## src/rtl/relay_frame_detector.sv

```systemverilog
// Serial relay frame detector: samples rx_bit once per divider period, matches start/end framing
// per role and drives the ISO14443-A modulation type. Optional frame watchdog: RELAY_FRAME_TIMEOUT_EN.
module relay_frame_detector #(
  parameter int             DIV_W          = 4,
  parameter int             SAMPLE_PHASE   = 8,
  parameter int             BUF_W          = 32,
  parameter int             TAP            = 15,
  parameter logic [7:0]     START_R        = 8'hc0,
  parameter logic [15:0]    END_R1         = 16'h0000,
  parameter logic [15:0]    END_R2         = 16'hc000,
  parameter logic [7:0]     START_T        = 8'hf0,
  parameter logic [7:0]     END_T          = 8'h00,
  parameter int             CNT_W          = 8,
  parameter int             MAX_FRAME_BITS = 4096
) (
  input  logic             ck_1356meg,
  input  logic             rst,
  input  logic [2:0]       role,
  input  logic             rx_bit,
  output logic [2:0]       mod_type,
  output logic             data_tap,
  output logic             sample_stb,
  output logic             in_frame,
  output logic             frame_done,
  output logic [CNT_W-1:0] frame_bytes
);

  localparam logic [1:0] ST_IDLE   = 2'd0;
  localparam logic [1:0] ST_LISTEN = 2'd1;
  localparam logic [1:0] ST_ACTIVE = 2'd2;

  logic             is_rdr, is_tag, is_relay;
  logic [1:0]       kind_q;
  logic [1:0]       state_q, state_d;
  logic [DIV_W-1:0] div_q;
  logic [BUF_W-1:0] buf_q, buf_d, shift_buf;
  logic [2:0]       bitc_q, bitc_d, bitc_inc;
  logic [CNT_W-1:0] bytes_q, bytes_d;
  logic             tap_q, stb_q, done_q, in_frame_q;
  logic             sample, done, start_hit, end_hit;

  assign is_rdr    = (role == 3'b101);
  assign is_tag    = (role == 3'b110);
  assign is_relay  = is_rdr | is_tag;
  assign shift_buf = {buf_q[BUF_W-2:0], rx_bit};
  assign bitc_inc  = bitc_q + 3'd1;

  // Match tests look at the buffer as it will be after this sample's shift.
  assign start_hit = is_rdr ? (shift_buf[23:0] == {16'h0, START_R})
                            : (shift_buf[23:0] == {16'h0, START_T});
  assign end_hit   = (state_q == ST_ACTIVE) && !start_hit && (bitc_inc == 3'd0) &&
                     (is_rdr ? ((shift_buf[31:0] == {END_R1, 16'h0}) ||
                                (shift_buf[31:0] == {END_R2, 16'h0}))
                             : (shift_buf[23:0] == {END_T, 16'h0}));

`ifdef RELAY_FRAME_TIMEOUT_EN
  localparam int WD_W = $clog2(MAX_FRAME_BITS + 1);
  logic [WD_W-1:0] wd_q, wd_d;
`endif

  always_comb begin
    state_d = state_q;
    buf_d   = buf_q;
    bitc_d  = bitc_q;
    bytes_d = bytes_q;
    sample  = 1'b0;
    done    = 1'b0;
`ifdef RELAY_FRAME_TIMEOUT_EN
    wd_d    = wd_q;
`endif
    if ({is_rdr, is_tag} != kind_q || !is_relay) begin
      state_d = is_relay ? ST_LISTEN : ST_IDLE;
      buf_d   = '0;
      bitc_d  = '0;
    end else if (div_q == DIV_W'(SAMPLE_PHASE)) begin
      sample = 1'b1;
      buf_d  = shift_buf;
      bitc_d = bitc_inc;
      if (start_hit) begin
        state_d = ST_ACTIVE;
        bitc_d  = '0;
        bytes_d = '0;
`ifdef RELAY_FRAME_TIMEOUT_EN
        wd_d    = '0;
`endif
      end else if (state_q == ST_ACTIVE) begin
        if (bitc_inc == 3'd0 && bytes_q != {CNT_W{1'b1}})
          bytes_d = bytes_q + 1'b1;
`ifdef RELAY_FRAME_TIMEOUT_EN
        wd_d = wd_q + 1'b1;
`endif
        if (end_hit) begin
          state_d = ST_LISTEN;
          done    = 1'b1;
        end
`ifdef RELAY_FRAME_TIMEOUT_EN
        else if (wd_d == WD_W'(MAX_FRAME_BITS)) begin
          state_d = ST_LISTEN;
          done    = 1'b1;
        end
`endif
      end
    end
  end

  always_ff @(posedge ck_1356meg) begin
    if (rst) begin
      state_q    <= is_relay ? ST_LISTEN : ST_IDLE;
      kind_q     <= {is_rdr, is_tag};
      div_q      <= '0;
      buf_q      <= '0;
      bitc_q     <= '0;
      bytes_q    <= '0;
      tap_q      <= 1'b0;
      stb_q      <= 1'b0;
      done_q     <= 1'b0;
      in_frame_q <= 1'b0;
    end else begin
      state_q    <= state_d;
      kind_q     <= {is_rdr, is_tag};
      div_q      <= div_q + 1'b1;
      buf_q      <= buf_d;
      bitc_q     <= bitc_d;
      bytes_q    <= bytes_d;
      tap_q      <= buf_d[TAP];
      stb_q      <= sample;
      done_q     <= done;
      in_frame_q <= (state_d == ST_ACTIVE);
    end
  end

`ifdef RELAY_FRAME_TIMEOUT_EN
  always_ff @(posedge ck_1356meg) begin
    if (rst) wd_q <= '0;
    else     wd_q <= wd_d;
  end
`endif

  always_comb begin
    case (state_q)
      ST_LISTEN: mod_type = is_rdr ? 3'b011 : 3'b001;
      ST_ACTIVE: mod_type = is_rdr ? 3'b100 : 3'b010;
      default:   mod_type = role;
    endcase
  end

  assign data_tap    = tap_q;
  assign sample_stb  = stb_q;
  assign frame_done  = done_q;
  assign in_frame    = in_frame_q;
  assign frame_bytes = bytes_q;

endmodule

```

## config.mk

```make
export PLATFORM = sky130hd
export DESIGN_NAME = relay_frame_detector
export DESIGN_NICKNAME = d
export VERILOG_FILES = /design/src/rtl/relay_frame_detector.sv
export SDC_FILE = /design/constraint.sdc
export NUM_CORES = 1
export LEC_CHECK = 0
export ABC_CLOCK_PERIOD_IN_PS = 5400
export BUFFER_PORTS_ARGS = -buffer_cell sky130_fd_sc_hd__buf_2
export CAP_MARGIN = 25
export CELL_PAD_IN_SITES_DETAIL_PLACEMENT = 0
export CELL_PAD_IN_SITES_GLOBAL_PLACEMENT = 2
export CORE_MARGIN = 1
export CORE_UTILIZATION = 35
export CTS_CLUSTER_SIZE = 14
export DETAILED_ROUTE_END_ITERATION = 10
export PLACE_DENSITY_LB_ADDON = 0.1
export SLEW_MARGIN = 15
export SYNTH_ARGS = -nofsm -noshare
export SYNTH_HDL_FRONTEND = slang
export SYNTH_SLANG_ARGS = --single-unit
```

## constraint.sdc

```tcl
create_clock -name ck_1356meg -period 5.4 [get_ports ck_1356meg]
set_input_delay 0.54 -clock ck_1356meg [delete_from_list [all_inputs] [get_ports ck_1356meg]]
set_output_delay 0.54 -clock ck_1356meg [all_outputs]
set_load 0.005 [all_outputs]
```

After elaboration in Yosys (flattened, before gate mapping)
Index checks and enable logic that the tools add are counted.
Operators by class
  add/sub/neg operators: 3
  equal/unequal tests: 11
  multiplexer cells: 18
  bitwise logic cells: 4
  reductions and logical operators: 16
Operators with widths (count)
  24-bit by 8-bit == test with 1-bit output (second input constant): 2
  32-bit == test (second input constant): 1
  32-bit zero test: 1
  24-bit zero test: 1
  8-bit 2-to-1 mux: 3
  2-bit 2-to-1 mux: 7
  8-bit by 1-bit adder with 8-bit output (second input constant): 1
  8-bit != test (second input constant): 1
  3-bit == test (second input constant): 2
  3-bit 2-to-1 mux: 2
  3-bit one-hot mux with 2 select lines: 1
  1-bit 2-to-1 mux: 5
  5-bit OR reduction: 1
  4-bit by 1-bit adder with 4-bit output (second input constant): 1
  2-bit == test (second input constant): 2
  4-bit == test (second input constant): 1
  1-bit logical AND: 4
  4-bit AND reduction: 1
  2-bit nonzero test: 2
  3-bit by 1-bit adder with 3-bit output (second input constant): 1
  3-bit zero test: 1
  1-bit inverter: 3
  2-bit by 1-bit == test with 1-bit output (second input constant): 1
  1-bit zero test: 2
  4 further kinds: 5
Word-level totals
  register bits after elaboration: 53
  bits of input ports: 6
  output and inout port bits: 15
  logic and storage cells: 62

Depth between registers and ports, before layout
Gate-level depths: netlist (run 1).
  depth after elaboration: 12
  depth in mapped cells: 8
  depth with buffers taken out: 7

Worst setup path before layout (run 1)
Ideal clock, no wire load.
  kind: input -> register
  from: in rx_bit
  to: reg state_q[0]
  setup time: 0.122 ns
  data arrival time: 1.788 ns
  data required time: 5.278 ns
  slack: 3.490 ns
  cell stages on the path: 5
  path buffers: 0
  cells stage by stage: nor4_1 -> nand3_1 -> or4b_4 -> a21boi_1 -> o32a_1
Between the ends
  word-level cells in the longest chain between the ends: 12
  elaborated cells on any way between the ends: 18
  those cells by class: 3 x eq/ne; 8 x mux; 7 x reduce/logical
Ends and longest elaborated chain
  from (decl): RTL line 19  | input logic rx_bit,
  24-bit by 8-bit == test with 1-bit output, on equally long branches: RTL line 50, 49
  1-bit 2-to-1 mux: RTL line 49  | assign start_hit = is_rdr ? (shift_buf[23:0] == {16'h0, START_R})
  1-bit zero test: RTL line 51  | assign end_hit = (state_q == ST_ACTIVE) && !start_hit && (bitc_inc == 3'd0) &&
  1-bit logical AND (3 in a row): RTL line 51
  2-bit 2-to-1 mux: RTL line 92  | if (end_hit) begin
  2-bit 2-to-1 mux: RTL line 86  | end else if (state_q == ST_ACTIVE) begin
  2-bit 2-to-1 mux *: RTL line 79  | if (start_hit) begin
  2-bit 2-to-1 mux *: RTL line 75  | end else if (div_q == DIV_W'(SAMPLE_PHASE)) begin
  2-bit 2-to-1 mux *: RTL line 71  | if ({is_rdr, is_tag} != kind_q || !is_relay) begin
  2-bit 2-to-1 mux *: RTL line 107  | if (rst) begin
  to (signal assigned): RTL line 108  | state_q <= is_relay ? ST_LISTEN : ST_IDLE;
  to (signal assigned): RTL line 119  | state_q <= state_d;
  to (decl): RTL line 34  | logic [1:0] state_q, state_d;
Every way passes the cells marked *; elsewhere a longest branch is shown, timed or not.
A chain may end at the register's enable or synchronous reset.

Final worst setup path (run 1)
  from: reg div_q[0]
  to: reg bytes_q[1], in the netlist frame_bytes[1]
Between the ends
  word-level cells in the longest chain between the ends: 2
Ends and longest elaborated chain
  from (decl): RTL line 35  | logic [DIV_W-1:0] div_q;
  from (signal assigned): RTL line 121  | div_q <= div_q + 1'b1;
  4-bit == test: RTL line 75
  4-bit AND reduction (no source line)
  to (signal assigned): RTL line 124  | bytes_q <= bytes_d;
  to (decl): RTL line 38  | logic [CNT_W-1:0] bytes_q, bytes_d;
Every way passes these cells.

==> results of run 1 <==
worst max-delay path, delay by kind of cell, from the launching register on:
kind	cells	cell delay, ps
and+or+nand+nor	3	890
AOI/OAI and AO/OA	2	470
buffers and inverters	2	400
DFF	1	340
adders and majority gates	1	160
power groups by stage:
stage / Combinational, mW / Clock [mW] / Sequential, mW
after floorplan: 0.0170 / 0 / 0.406
after global placement: 0.0269 / 0 / 0.407
after detailed placement: 0.0269 / 0 / 0.407
after CTS: 0.0271 / 0.237 / 0.398
after global routing: 0.0315 / 0.252 / 0.399
final: 0.0265 / 0.225 / 0.398
cells in the mapped netlist, types with 2 or more instances:
cell / count / area share
nand3_1: 10 / 0.022
dfxtp_1: 53 / 0.47
nor3_1: 3 / 0.0066
nand4_1: 2 / 0.0055
o21ai_0: 2 / 0.0044
xnor2_1: 8 / 0.031
inv_1: 8 / 0.013
or4_1: 2 / 0.0066
and3b_1: 3 / 0.012
buf_2: 3 / 0.0066
and4bb_2: 2 / 0.011
o31ai_1: 3 / 0.0099
ha_1: 7 / 0.038
nor4_2: 2 / 0.011
or2_2: 2 / 0.0055
nand4b_1: 2 / 0.0077
nor4_1: 8 / 0.022
nand2_1: 75 / 0.12
mux2i_1: 2 / 0.0088
a21oi_1: 39 / 0.086
nor2_1: 12 / 0.020
clkbuf_1: 7 / 0.012
layout by cell type (no fill, tap or decap), types with 2 or more instances in the layout:
master,netlist,layout
a21oi_1,39,39
and3b_1,3,3
and4bb_2,2,2
buf_2,3,20
buf_4,1,2
clkbuf_8,0,6
dfxtp_1,53,53
ha_1,7,7
inv_1,8,8
mux2i_1,2,2
nand2_1,75,75
nand3_1,10,10
nand4_1,2,2
nand4b_1,2,2
nor2_1,12,12
nor3_1,3,3
nor4_1,8,8
nor4_2,2,2
o21ai_0,2,2
o31ai_1,3,3
or2_2,2,2
or4_1,2,2
xnor2_1,8,8
worst max path at each step:
stage / slack, ps / start / endpoint / depth (start not counted)
after detailed placement: 3000 / div_q[0] / frame_bytes[1] / 8
final: 3020 / div_q[0] / frame_bytes[1] / 8
after floorplan: 3490 / rx_bit / state_q[0] / 5
after CTS: 2980 / div_q[0] / frame_bytes[0] / 8
after global routing: 2800 / div_q[0] / frame_bytes[0] / 8
after global placement: 2990 / div_q[0] / frame_bytes[1] / 8
cell families after synthesis:
kind of cell,synth area share
multiplexers,0.0137
AND/OR/NAND/NOR,0.286
AO/OA/AOI/OAI,0.128
flip-flops,0.465
XOR/XNOR,0.0346
buffers and inverters,0.0346
adder cells (fa/ha/maj),0.0384
per-layer routing:
metal | vias to the layer above | track usage | share of wire | wire [microns]
li1 | 965 | - | - | -
met5 | - | 0 | 0 | 0
met1 | 850 | 0.193 | 0.52 | 2460
met2 | 24 | 0.240 | 0.45 | 2130
met3 | 5 | 0.0363 | 0.025 | 118
met4 | 0 | 0.0569 | 0.013 | 64
sequential cells by signal, summed over array words and instances, names as in the netlist:
signal,count
kind_q,2
buf_q,31
frame_done,1
sample_stb,1
state_q,2
div_q,4
bitc_q,3
in_frame,1
frame_bytes,8
per-stage QoR:
stage | power, mW | setup slack (ps) | instance area (sq um) | instances | util
floorplan | 0.423 | 3490 | 2280 | 273 | -
finish | 0.649 | 3020 | 2530 | 368 | 0.401
global route | 0.682 | 2800 | 2530 | 368 | 0.401
CTS | 0.662 | 2980 | 2530 | 368 | 0.401
detailed placement | 0.434 | 3000 | 2440 | 361 | 0.387
global placement | 0.434 | 2990 | 2440 | 361 | 0.387
final cells by class:
cell class / count / area [sq um]
fillers: 678 / 3780
well taps: 77 / 96.3
clock buffers: 7 / 86.3
flip-flops and latches: 53 / 1060
repair buffers: 22 / 115
multi-input cells: 201 / 1140
inverters: 8 / 30.0
==> summary.md, run 1 <==
| Metric | Value |
|---|---|
| Status | completed |
| Reg-to-reg startpoint | div_q[0] |
| RSZ-0062 raised after global routing | no |
| Psw | 140 uW |
| Hold_buf cts | 0 |
| Worst path required time | 5590 ps |
| Critical path's largest stage delay | 550 ps |
| Setup bufs post-CTS | 0 |
| Layout area overhead | 10.9% |
| Num CTS Buffers | 5 |
| Ratio of cells with drive above 1 in the final layout | 0.141 |
| Die H | 82.7 microns |
| # H-tree levels | 2 |
| Worst R2R End | frame_bytes[1] |
| Drt pass-1 iters | 4 |
| First-pass GRT wire length | 7.72 mm |
| Ports | 21 |
| GRT overflow | 0 |
| Die W | 82.7 microns |
| Clock latency on the worst-skew pair | 300 ps |
| Crit path max fanout | 35 |
| # DRC | 0 |
| Clock skew | 2.37 ps |
| Yosys reg bits | 53 |
| Number of synthesized flops with an enable pin | 0 |
| Final Cycle Share | 0.440 |
| Type of origin of the critical path | flip-flop |
| Count of cell types in the netlist | 40 |
| Crit path DAT | 2560 ps |
| YS warnings | 0 |
| Tmin final | 2380 ps |
| FF-to-FF path depth | 8 |
| WL/cell | 13.0 microns |
| PostCTS Resize Cnt | 0 |
| Fmax | 421 MHz |
| Detail Route Antenna Nets | 0 |
| Hold path start | bitc_q[1] |
| Critical Path Slowest Stage Cell | or4b_4 |
| Final Routed Wirelength | 4.78 mm |
| DR vias/cell | 5.01 |
| Routability cong. | 0.666 |
| Syn_area_per_cell | 8.36 sq um |
| Syn Nets | 286 |
| Setup TNS | 0 ps |
| Comb power frac | 0.041 |
| WHS | 458 ps |
| Clock root buffer | clkbuf_8 |
| Largest net degree at the start of global routing | 39 |
| Leakage | 0.876 nW |
| MaxCap Viol Count | 0 |
| Vias in the first global route | 1627 |
| Max Transition Viols Final | 0 |
| Max_slew headroom | 0.487 |
| Crit path cell chain | inv_1 > ha_1 > and3b_1 > buf_4 > nand3_1 > or4b_4 > o21bai_2 > o31ai_1 |
| Aggregate global-route resource usage | 0.150 |
| Antenna violations before repair | 0 |
| Worst-path clk slew | 90 ps |
| Placeable Area | 0.00631 sq mm |
| Die ar. | 0.00684 sq mm |
| P_int | 509 uW |
| Most used DFF post-synth | dfxtp_1 |
| FF-to-FF setup slack | 3020 ps |
| Clock Sinks | 53 |
| Hold Path Stages | 2 |
| Worst hold path type | reg2reg |
| CTS tree | done |
| HPWL after DPL | 3.12 mm |
| Clock power share | 0.346 |
| Port Buffer Count | 20 |
| Crit. End Element | flip-flop |
| Max Root-Sink Buffers | 2 |
| Slew @ Worst Pin | 770 ps |
| Worst VDD drop | 0.105 mV |
| Initial core utilization | 0.361 |
| Sw Share | 0.215 |
| Sequential power share | 0.613 |
| Final setup fails | 0 |
| Synth Instances | 273 |
| Drt first-iter violations | 96 |
| Power per cell area | 256 mW/mm^2 |
| Std cell rows | 29 |
| Mapped cell area | 0.00228 sq mm |
| Via count | 1844 |
| Fin. Hold Viols | 0 |
| Hold Path End | bitc_q[1] |
| Critical path class | reg2reg |
| Layout net count | 304 |
| Synth async-reset ratio | 0 |
| Sequential-to-total area share from yosys stat | 0.465 |
| Number of diodes | 0 |
No activity file was read; power rests on OpenSTA's default activity.
==> run 2: changes to the inputs <==
ABC_CLOCK_PERIOD_IN_PS = 2200   (was 5400)
clock period = 2.2 ns   (was 5.4 ns; I/O delays follow)
==> summary.md, run 2 (synthesized netlist as in run 1, its figures left out) <==
| Metric | Value |
|---|---|
| Critical path's largest stage delay | 600 ps (+50 ps) |
| Area occupied by multi-input gates | 0.00115 sq mm (+1.2%) |
| Crit path cell chain | nor4_2 > nand3_1 > or4b_4 > a21boi_1 > o32a_1 |
| HPWL after DPL | 3.19 mm (+2.3%) |
| Filler instances | 677 (-0.15%) |
| Crit path DAT | 2200 ps (-360 ps) |
| Vias in the first global route | 1688 (+3.7%) |
| Port Buffer Count | 20 (unchanged) |
| Num CTS Buffers | 5 (unchanged) |
| Power per cell area | 622 mW/mm^2 (+140%) |
| MaxCap Viol Count | 0 (unchanged) |
| Slew @ Worst Pin | 461 ps (-309 ps) |
| FF-to-FF path depth | 5 (-3) |
| Critical path class | reg2reg |
| WL/cell | 12.8 microns (-1.1%) |
| Routability cong. | 0.685 (+2.9%) |
| Die ar. | 0.00684 sq mm (unchanged) |
| Hold Path Stages | 3 (+1) |
| Clock Sinks | 53 (unchanged) |
| Max Transition Viols Final | 0 (unchanged) |
| # DRC | 0 (unchanged) |
| Antenna violations before repair | 0 (unchanged) |
| Critical Path Slowest Stage Cell | or4b_4 |
| Fmax | 500 MHz (+19%) |
| Die H | 82.7 microns (unchanged) |
| DR vias/cell | 4.99 (-0.38%) |
| Final Cycle Share | 0.910 (+0.470) |
| Commonest non-fill, non-tap cell in the layout | nand2_1 |
| Crit path max fanout | 4 (-89%) |
| Top reg by flops | buf_q |
| Status | completed |
| Worst hold path type | in2reg |
| Leakage | 0.900 nW (+2.7%) |
| Die W | 82.7 microns (unchanged) |
| Psw | 357 uW (+160%) |
| Fin. Hold Viols | 0 (unchanged) |
| Drt first-iter violations | 86 (-10%) |
| Via count | 1847 (+0.16%) |
| Max Root-Sink Buffers | 2 (unchanged) |
| Max reg flops | 31 (unchanged) |
| Post-DP Area | 0.00248 sq mm (+1.6%) |
| Layout area overhead | 13.3% |
| Ratio of cells with drive above 1 in the final layout | 0.150 (+0.00928) |
| Clock power share | 0.351 (+0.005) |
| P_int | 1.25 mW (+150%) |
| Tmin final | 2000 ps (-376 ps) |
| Setup TNS | 0 ps (unchanged) |
| Drt pass-1 iters | 4 (unchanged) |
| Type of origin of the critical path | flip-flop |
| Initial core utilization | 0.361 (unchanged) |
| Worst VDD drop | 0.287 mV (+170%) |
| Number of diodes | 0 (unchanged) |
| Worst-path clk slew | 100 ps (about the same) |
| Final Routed Wirelength | 4.75 mm (-0.54%) |
| Largest net degree at the start of global routing | 39 (unchanged) |
| CP delay by family, top | simple AND/OR/NAND/NOR gates |
| Worst path required time | 2400 ps (-3190 ps) |
| Post-route cell area | 0.00258 sq mm (+2.1%) |
| CP Depth | 5 (-3) |
| Most frequent cells in the layout | nand2_1, dfxtp_1, a21oi_1 |
| Ports | 21 (unchanged) |
| Comb power frac | 0.042 (about the same) |
| Layout net count | 306 (+0.66%) |
| Max_slew headroom | 0.693 (+0.206) |
| Register area | 0.00106 sq mm (unchanged) |
| Detail Route Antenna Nets | 0 (unchanged) |
| Std cell rows | 29 (unchanged) |
| Aggregate global-route resource usage | 0.151 (+0.000670) |
| First-pass GRT wire length | 7.80 mm (+0.98%) |
| Crit. End Element | flip-flop |
| Clock skew | 7.63 ps (+5.25 ps) |
| RSZ-0062 raised after global routing | no |
| Final setup fails | 0 (unchanged) |
| Placeable Area | 0.00631 sq mm (unchanged) |
| Sequential power share | 0.607 (-0.006) |
| Clock root buffer | clkbuf_8 |
| Setup bufs post-CTS | 0 (unchanged) |
| Sw Share | 0.222 (+0.00624) |
| Clock latency on the worst-skew pair | 310 ps (about the same) |
| CTS tree | done |
| # H-tree levels | 2 (unchanged) |
| CP Buf/Inv Count | 0 (-2) |
| GRT overflow | 0 (unchanged) |
==> run 2: repair_timing <==
| item | CTS | global route |
|---|---|---|
| setup endpoints to repair | 2 | 1 |
| resized for setup | 1 | 1 |
| cloned | 0 | 0 |
| hold buffers | 0 | 0 |
==> run 2: worst reg2reg max path, cell delays in order (launching register included) <==
cell and delay [ps]:
dfxtp_1 340, nor4_2 330, nand3_1 210, or4b_4 600
a21boi_1 150, o32a_1 280
==> run 2: path summary, 6_finish.rpt <==
check             startpoint  slack, ps    endpoint
setup / recovery   buf_q[20]        200  state_q[0]
hold reg to reg    bitc_q[1]        460   bitc_q[1]
hold / removal        rx_bit        170    buf_q[0]
setup reg to reg   buf_q[20]        200  state_q[0]
==> run 2: through the flow <==
step / power, mW / hold WS [ps] / util / std cells / worst slack (ps)
global route: 1.67 / 186 / 0.409 / 370 / 48.7
global placement: 1.07 / 445 / 0.393 / 363 / -55.8
floorplan: 1.04 / 287 / - / 273 / 294
detailed placement: 1.07 / 453 / 0.393 / 363 / -9.47
CTS: 1.63 / 156 / 0.408 / 370 / 48.0
finish: 1.61 / 171 / 0.409 / 370 / 199
==> run 2: power by group through the flow <==
stage                     logic, mW  clock network, mW  registers (mW)
after detailed placement     0.0677                  0           0.999
after global routing         0.0789              0.611           0.978
after global placement       0.0678                  0           0.999
final                        0.0680              0.564           0.976
after CTS                    0.0693              0.583           0.976
after floorplan              0.0417                  0           0.997
==> run 2: metal layers <==
layer  wire [microns]  track usage
met5                0            0
met1             2430        0.195
met3              132       0.0363
met2             2150        0.245
met4               46       0.0466
==> run 2: area by class of cell <==
type,count,area share
sequential,53,0.411
inverter,8,0.0116
clock buffer,7,0.0334
multi-input combinational,201,0.447
timing repair buffer,24,0.0600
tap,77,0.0373
